$ cat src/rtl/if_stage_pkg.sv
`default_nettype none
// ============================================================================
// Module   : if_stage_pkg
// Brief    : Shared widths, stall encoding and reset PC for the fetch stage.
// Revision : 1.0 - initial release
// ============================================================================
package if_stage_pkg;

   localparam int IF_TO_ID_WD = 33;
   localparam int BR_WD       = 33;
   localparam int StallBus    = 6;

   localparam logic Stop   = 1'b1;
   localparam logic NoStop = 1'b0;

   localparam logic [31:0] RESET_PC = 32'hBFBF_FFFC;
   localparam logic [31:0] PC_STEP  = 32'h0000_0004;

endpackage : if_stage_pkg
`default_nettype wire

$ cat src/rtl/if_stage.sv
`default_nettype none
// ============================================================================
// Module   : if_stage
// Brief    : Instruction fetch stage: PC register, branch redirect and a
//            one-entry pending-branch latch that survives stalls.
//            Optional misaligned-fetch check: define IF_ALIGN_CHECK_EN.
// Revision : 1.0 - initial release
// ============================================================================
module if_stage
   import if_stage_pkg::*;
(
   input  logic                   clk,
   input  logic                   rst,
   input  logic [StallBus-1:0]    stall,
   input  logic [BR_WD-1:0]       br_bus,
   output logic [IF_TO_ID_WD-1:0] if_to_id_bus,
   output logic                   inst_sram_en,
   output logic [3:0]             inst_sram_wen,
   output logic [31:0]            inst_sram_addr,
   output logic [31:0]            inst_sram_wdata,
   output logic                   fetch_adef
);

   logic [31:0] r_pc_reg;
   logic        r_ce_reg;
   logic        r_pend_v;
   logic [31:0] r_pend_addr;

   logic        w_br_e;
   logic [31:0] w_br_addr;
   logic        w_hold;
   logic [31:0] w_next_pc;
   logic        w_misalign;

   assign w_br_e    = br_bus[32];
   assign w_br_addr = br_bus[31:0];
   assign w_hold    = (stall[0] == Stop);

   // A branch captured during a stall takes priority over any branch
   // presented on the release edge, which is dropped.
   always_comb begin
      w_next_pc = r_pc_reg + PC_STEP;
      if (r_pend_v) begin
         w_next_pc = r_pend_addr;
      end else if (w_br_e) begin
         w_next_pc = w_br_addr;
      end
   end

   always_ff @(posedge clk or negedge rst) begin
      if (!rst) begin
         r_pc_reg    <= RESET_PC;
         r_ce_reg    <= 1'b0;
         r_pend_v    <= 1'b0;
         r_pend_addr <= 32'h0;
      end else if (!w_hold) begin
         r_pc_reg <= w_next_pc;
         r_ce_reg <= 1'b1;
         r_pend_v <= 1'b0;
      end else if (w_br_e) begin
         r_pend_addr <= w_br_addr;
         r_pend_v    <= 1'b1;
      end
   end

`ifdef IF_ALIGN_CHECK_EN
   assign w_misalign = r_ce_reg & (r_pc_reg[1:0] != 2'b00);
`else
   assign w_misalign = 1'b0;
`endif

   assign fetch_adef      = w_misalign;
   assign inst_sram_en    = r_ce_reg & ~w_misalign;
   assign inst_sram_wen   = 4'b0000;
   assign inst_sram_addr  = r_pc_reg;
   assign inst_sram_wdata = 32'h0;
   assign if_to_id_bus    = {r_ce_reg & ~w_misalign, r_pc_reg};

endmodule : if_stage
`default_nettype wire

$ cat config.mk
export PLATFORM = sky130hd
export DESIGN_NAME = if_stage
export DESIGN_NICKNAME = d
export VERILOG_FILES = /design/src/rtl/if_stage_pkg.sv /design/src/rtl/if_stage.sv
export SDC_FILE = /design/constraint.sdc
export NUM_CORES = 1
export LEC_CHECK = 0
export ABC_AREA = 1
export BUFFER_PORTS_ARGS = -buffer_cell sky130_fd_sc_hd__buf_2
export CAP_MARGIN = 15
export CORE_ASPECT_RATIO = 1.75
export CORE_MARGIN = 5
export CORE_UTILIZATION = 53
export CTS_CLUSTER_SIZE = 16
export DETAILED_ROUTE_END_ITERATION = 16
export GPL_ROUTABILITY_DRIVEN = 0
export PLACE_DENSITY = 0.83
export SLEW_MARGIN = 10
export SYNTH_ARGS = -nofsm -noshare
export SYNTH_HDL_FRONTEND = slang
export SYNTH_SLANG_ARGS = --single-unit
$ cat constraint.sdc
create_clock -name clk -period 3.7 [get_ports clk]
set_input_delay 0.925 -clock clk [delete_from_list [all_inputs] [get_ports clk]]
set_output_delay 0.925 -clock clk [all_outputs]
set_load 0.05 [all_outputs]
==> summary.md <==
| Metric | Value |
|---|---|
| CTS resizes | 0 |
| Drt wl/cell | about 15 microns |
| Clock period minus final worst setup slack | roughly 2.3 ns |
| # rows | 43 |
| Vias/cell | approximately 5.4 |
| H-tree levels | 3 |
| Syn. warnings | 0 |
| HPWL after DPL | ~8 mm |
| Mean Syn Cell Area | approximately 7.8 sq um |
| RSZ-0062 raised after global routing | false |
| Final wirelength | 10.9 mm |
| Crit path max fanout | 21 |
| EDFF count, synth | 0 |
| Status | finished clean |
| Synth Cell Area | 4300 sq um |
| Initial antenna violation count | 0 |
| CTS tree | built |
| First-pass GRT wire length | between 15 and 20 mm |
| Clk slew on worst S/H paths | 0.06 ns |
| F_max | ~440 MHz |
| Endpoint class of the critical path | flip-flop |
| Register area share after synthesis | 0.392 |
| Final hold violation count | 0 |
| Via count | around 3800 |
| Initial Util | 0.544 |
| Share of cells above drive strength 1 | 0.307 |
| Post-CTS Setup Repair Bufs | 0 |
| Pre-antenna DRT Iters | 5 |
| Leakage power | 2.34 nW |
| Max Slew Vio Count | 0 |
| Measured slew at the worst slew-check pin | 0.842 ns |
| Drt first-iter violations | 279 |
| Most frequent cells in the layout | 110 x nand2_1, 101 x buf_2, 58 x nor2_1, 47 x inv_1, 39 x nand3_1 |
| Boundary Pins | 144 |
| Worst Skew | around 0.0064 ns |
| HP Class | flip-flop to flip-flop |
| Post-DRT Antenna Nets | 0 |
| Setup ws final | approximately 1.4 ns |
| Synthesis-stage register bit count | 66 |
| Crit Path Category | primary input to flip-flop |
| Hold_buf cts | 0 |
| CP Launch Type | primary input |
| Fin crit share | 0.615 |
| Die Wd | roughly 80 microns |
| Power, Total | approximately 2.7 mW |
| Synth Flop Type | dfrtp_1 |
| Most common cell after layout, fill and taps aside | nand2_1 |
| Max-cap viol count | 0 |
| Dpl ws | roughly 1.1 ns |
| # diodes | 0 |
| Share of the synthesized area in the top cell type | 0.221 |
| CTS max path bufs | 2 |
| Slew HR | 0.437 |
| Largest cells by area after synthesis | dfrtp_1 22%, dfstp_2 17%, buf_4 12%, nand2_1 9.6%, nor2_1 5.1% |
| Total Routing Usage GR | 0.215 |
| DRC | 0 |
| Max VDD drop | ~0.42 mV |
| CTS Sinks | 66 |
| Critical path arrival | about 2.5 ns |
| Synthesis-to-finish area growth | 10.4% |
| Setup_tns | 0 ns |
| Synth cell types | 32 |
| Clock latency on the worst-skew pair | roughly 0.33 ns |
| Gate Count Post-Synth | roughly 550 |
| Number of fill cells | around 700 |
| Vias in the first global route | 3580 |
| Die Height | between 100 and 150 microns |
| Final setup vio count | 0 |
| Largest net degree at the start of global routing | 48 |
| Die area | a little over 10000 sq um |
| Post-synth top area cell | dfrtp_1 |
| Nets | 653 |
| IO buf count | between 100 and 150 |
| GR Overflow Total | 0 |
| Clock root buffer | clkbuf_16 |
| Worst Path Required | ~4.0 ns |
| Pwr Density | 564 nW/um^2 |
| Core ar. | ~7900 sq um |
| CTS buffer count | 9 |
| Async SR Flop Fraction | 1.00 |
synthesized netlist by cell type (2+ instances only):
cell type and n:
clkbuf_1 12, buf_2 9, dfstp_2 28, o21ai_1 2
nand4_1 2, xnor2_1 2, inv_1 47, a221oi_1 16
nor2_2 3, dfrtp_1 38, buf_4 70, a22oi_1 5
o21ai_0 33, nor2_8 2, or2_2 3, a21oi_1 25
nor2_4 6, nand3_1 39, a31oi_1 4, nand2_2 6
nand2_4 3, a211oi_1 3, nand2_1 110, o211ai_1 2
mux2_2 15, nor2_1 58
sequential cells by signal (all words and copies together), names as in the netlist:
register	count
inst_sram_en	1
r_pend_addr	32
r_pend_v	1
inst_sram_addr	32
per-layer routing:
| metal | part of all wire | vias up | track usage |
|---|---|---|---|
| met5 | 0 | - | 0 |
| met4 | 0.041 | 0 | 0.126 |
| met3 | 0.082 | 33 | 0.0445 |
| met2 | 0.52 | 188 | 0.381 |
| met1 | 0.36 | 1770 | 0.231 |
| li1 | - | 1818 | - |
final cells by class:
type                    instances  area [sq um]  area share
clock buffers                  10           239      0.0503
flip-flops and latches         66          1690       0.355
clock inverters                 6          32.5     0.00685
inverters                      48           180      0.0379
multi-input cells             380          1950       0.412
repair buffers                106           543       0.114
well taps                      90           113      0.0237
through the flow:
stage / cells / utilization / area, sq um / hold WS, ns
finish: 706 / 0.600 / 4750 / 0.471
global route: 706 / 0.600 / 4750 / 0.504
CTS: 706 / 0.600 / 4750 / 0.472
detailed placement: 690 / 0.566 / 4480 / 0.459
global placement: 690 / 0.566 / 4480 / 0.454
floorplan: 585 / - / 4440 / 0.442
worst max-delay path, stage by stage:
cell	delay, ns
buf_2	0.14
nand2_1	0.32
inv_1	0.44
a221oi_1	0.56
a21oi_1	0.13
report_power, final:
group          internal (mW)  total [mW]  switching, mW
Sequential             0.863       0.987          0.123
Clock                  0.464       0.771          0.307
Combinational          0.205       0.922          0.717
logic make-up (layout without fill, tap and decap cells):
| logic type | after synthesis | after routing | synth area share |
|---|---|---|---|
| mux | 15 | 15 | 0.0393 |
| buf+inv | 139 | 170 | 0.185 |
| fa+ha+maj | 1 | 1 | 0.00291 |
| other cells | 1 | 37 | 0.000872 |
| compound gates | 91 | 91 | 0.127 |
| xor+xnor | 2 | 2 | 0.00407 |
| simple gates | 234 | 234 | 0.248 |
| flops | 66 | 66 | 0.392 |
path summary, 6_finish.rpt:
path	depth (start not counted)	slack (ns)	end	startpoint
max in group asynchronous	2	2.18	r_pend_addr[2]	rst
min	2	0.47	r_pend_addr[0]	r_pend_addr[0]
max reg2reg	5	1.77	inst_sram_addr[28]	r_pend_v
min reg2reg	2	0.47	r_pend_addr[0]	r_pend_addr[0]
max	5	1.42	inst_sram_addr[28]	br_bus[32]
min in group asynchronous	1	0.54	inst_sram_addr[30]	rst
No activity file was read; power rests on OpenSTA's default activity.
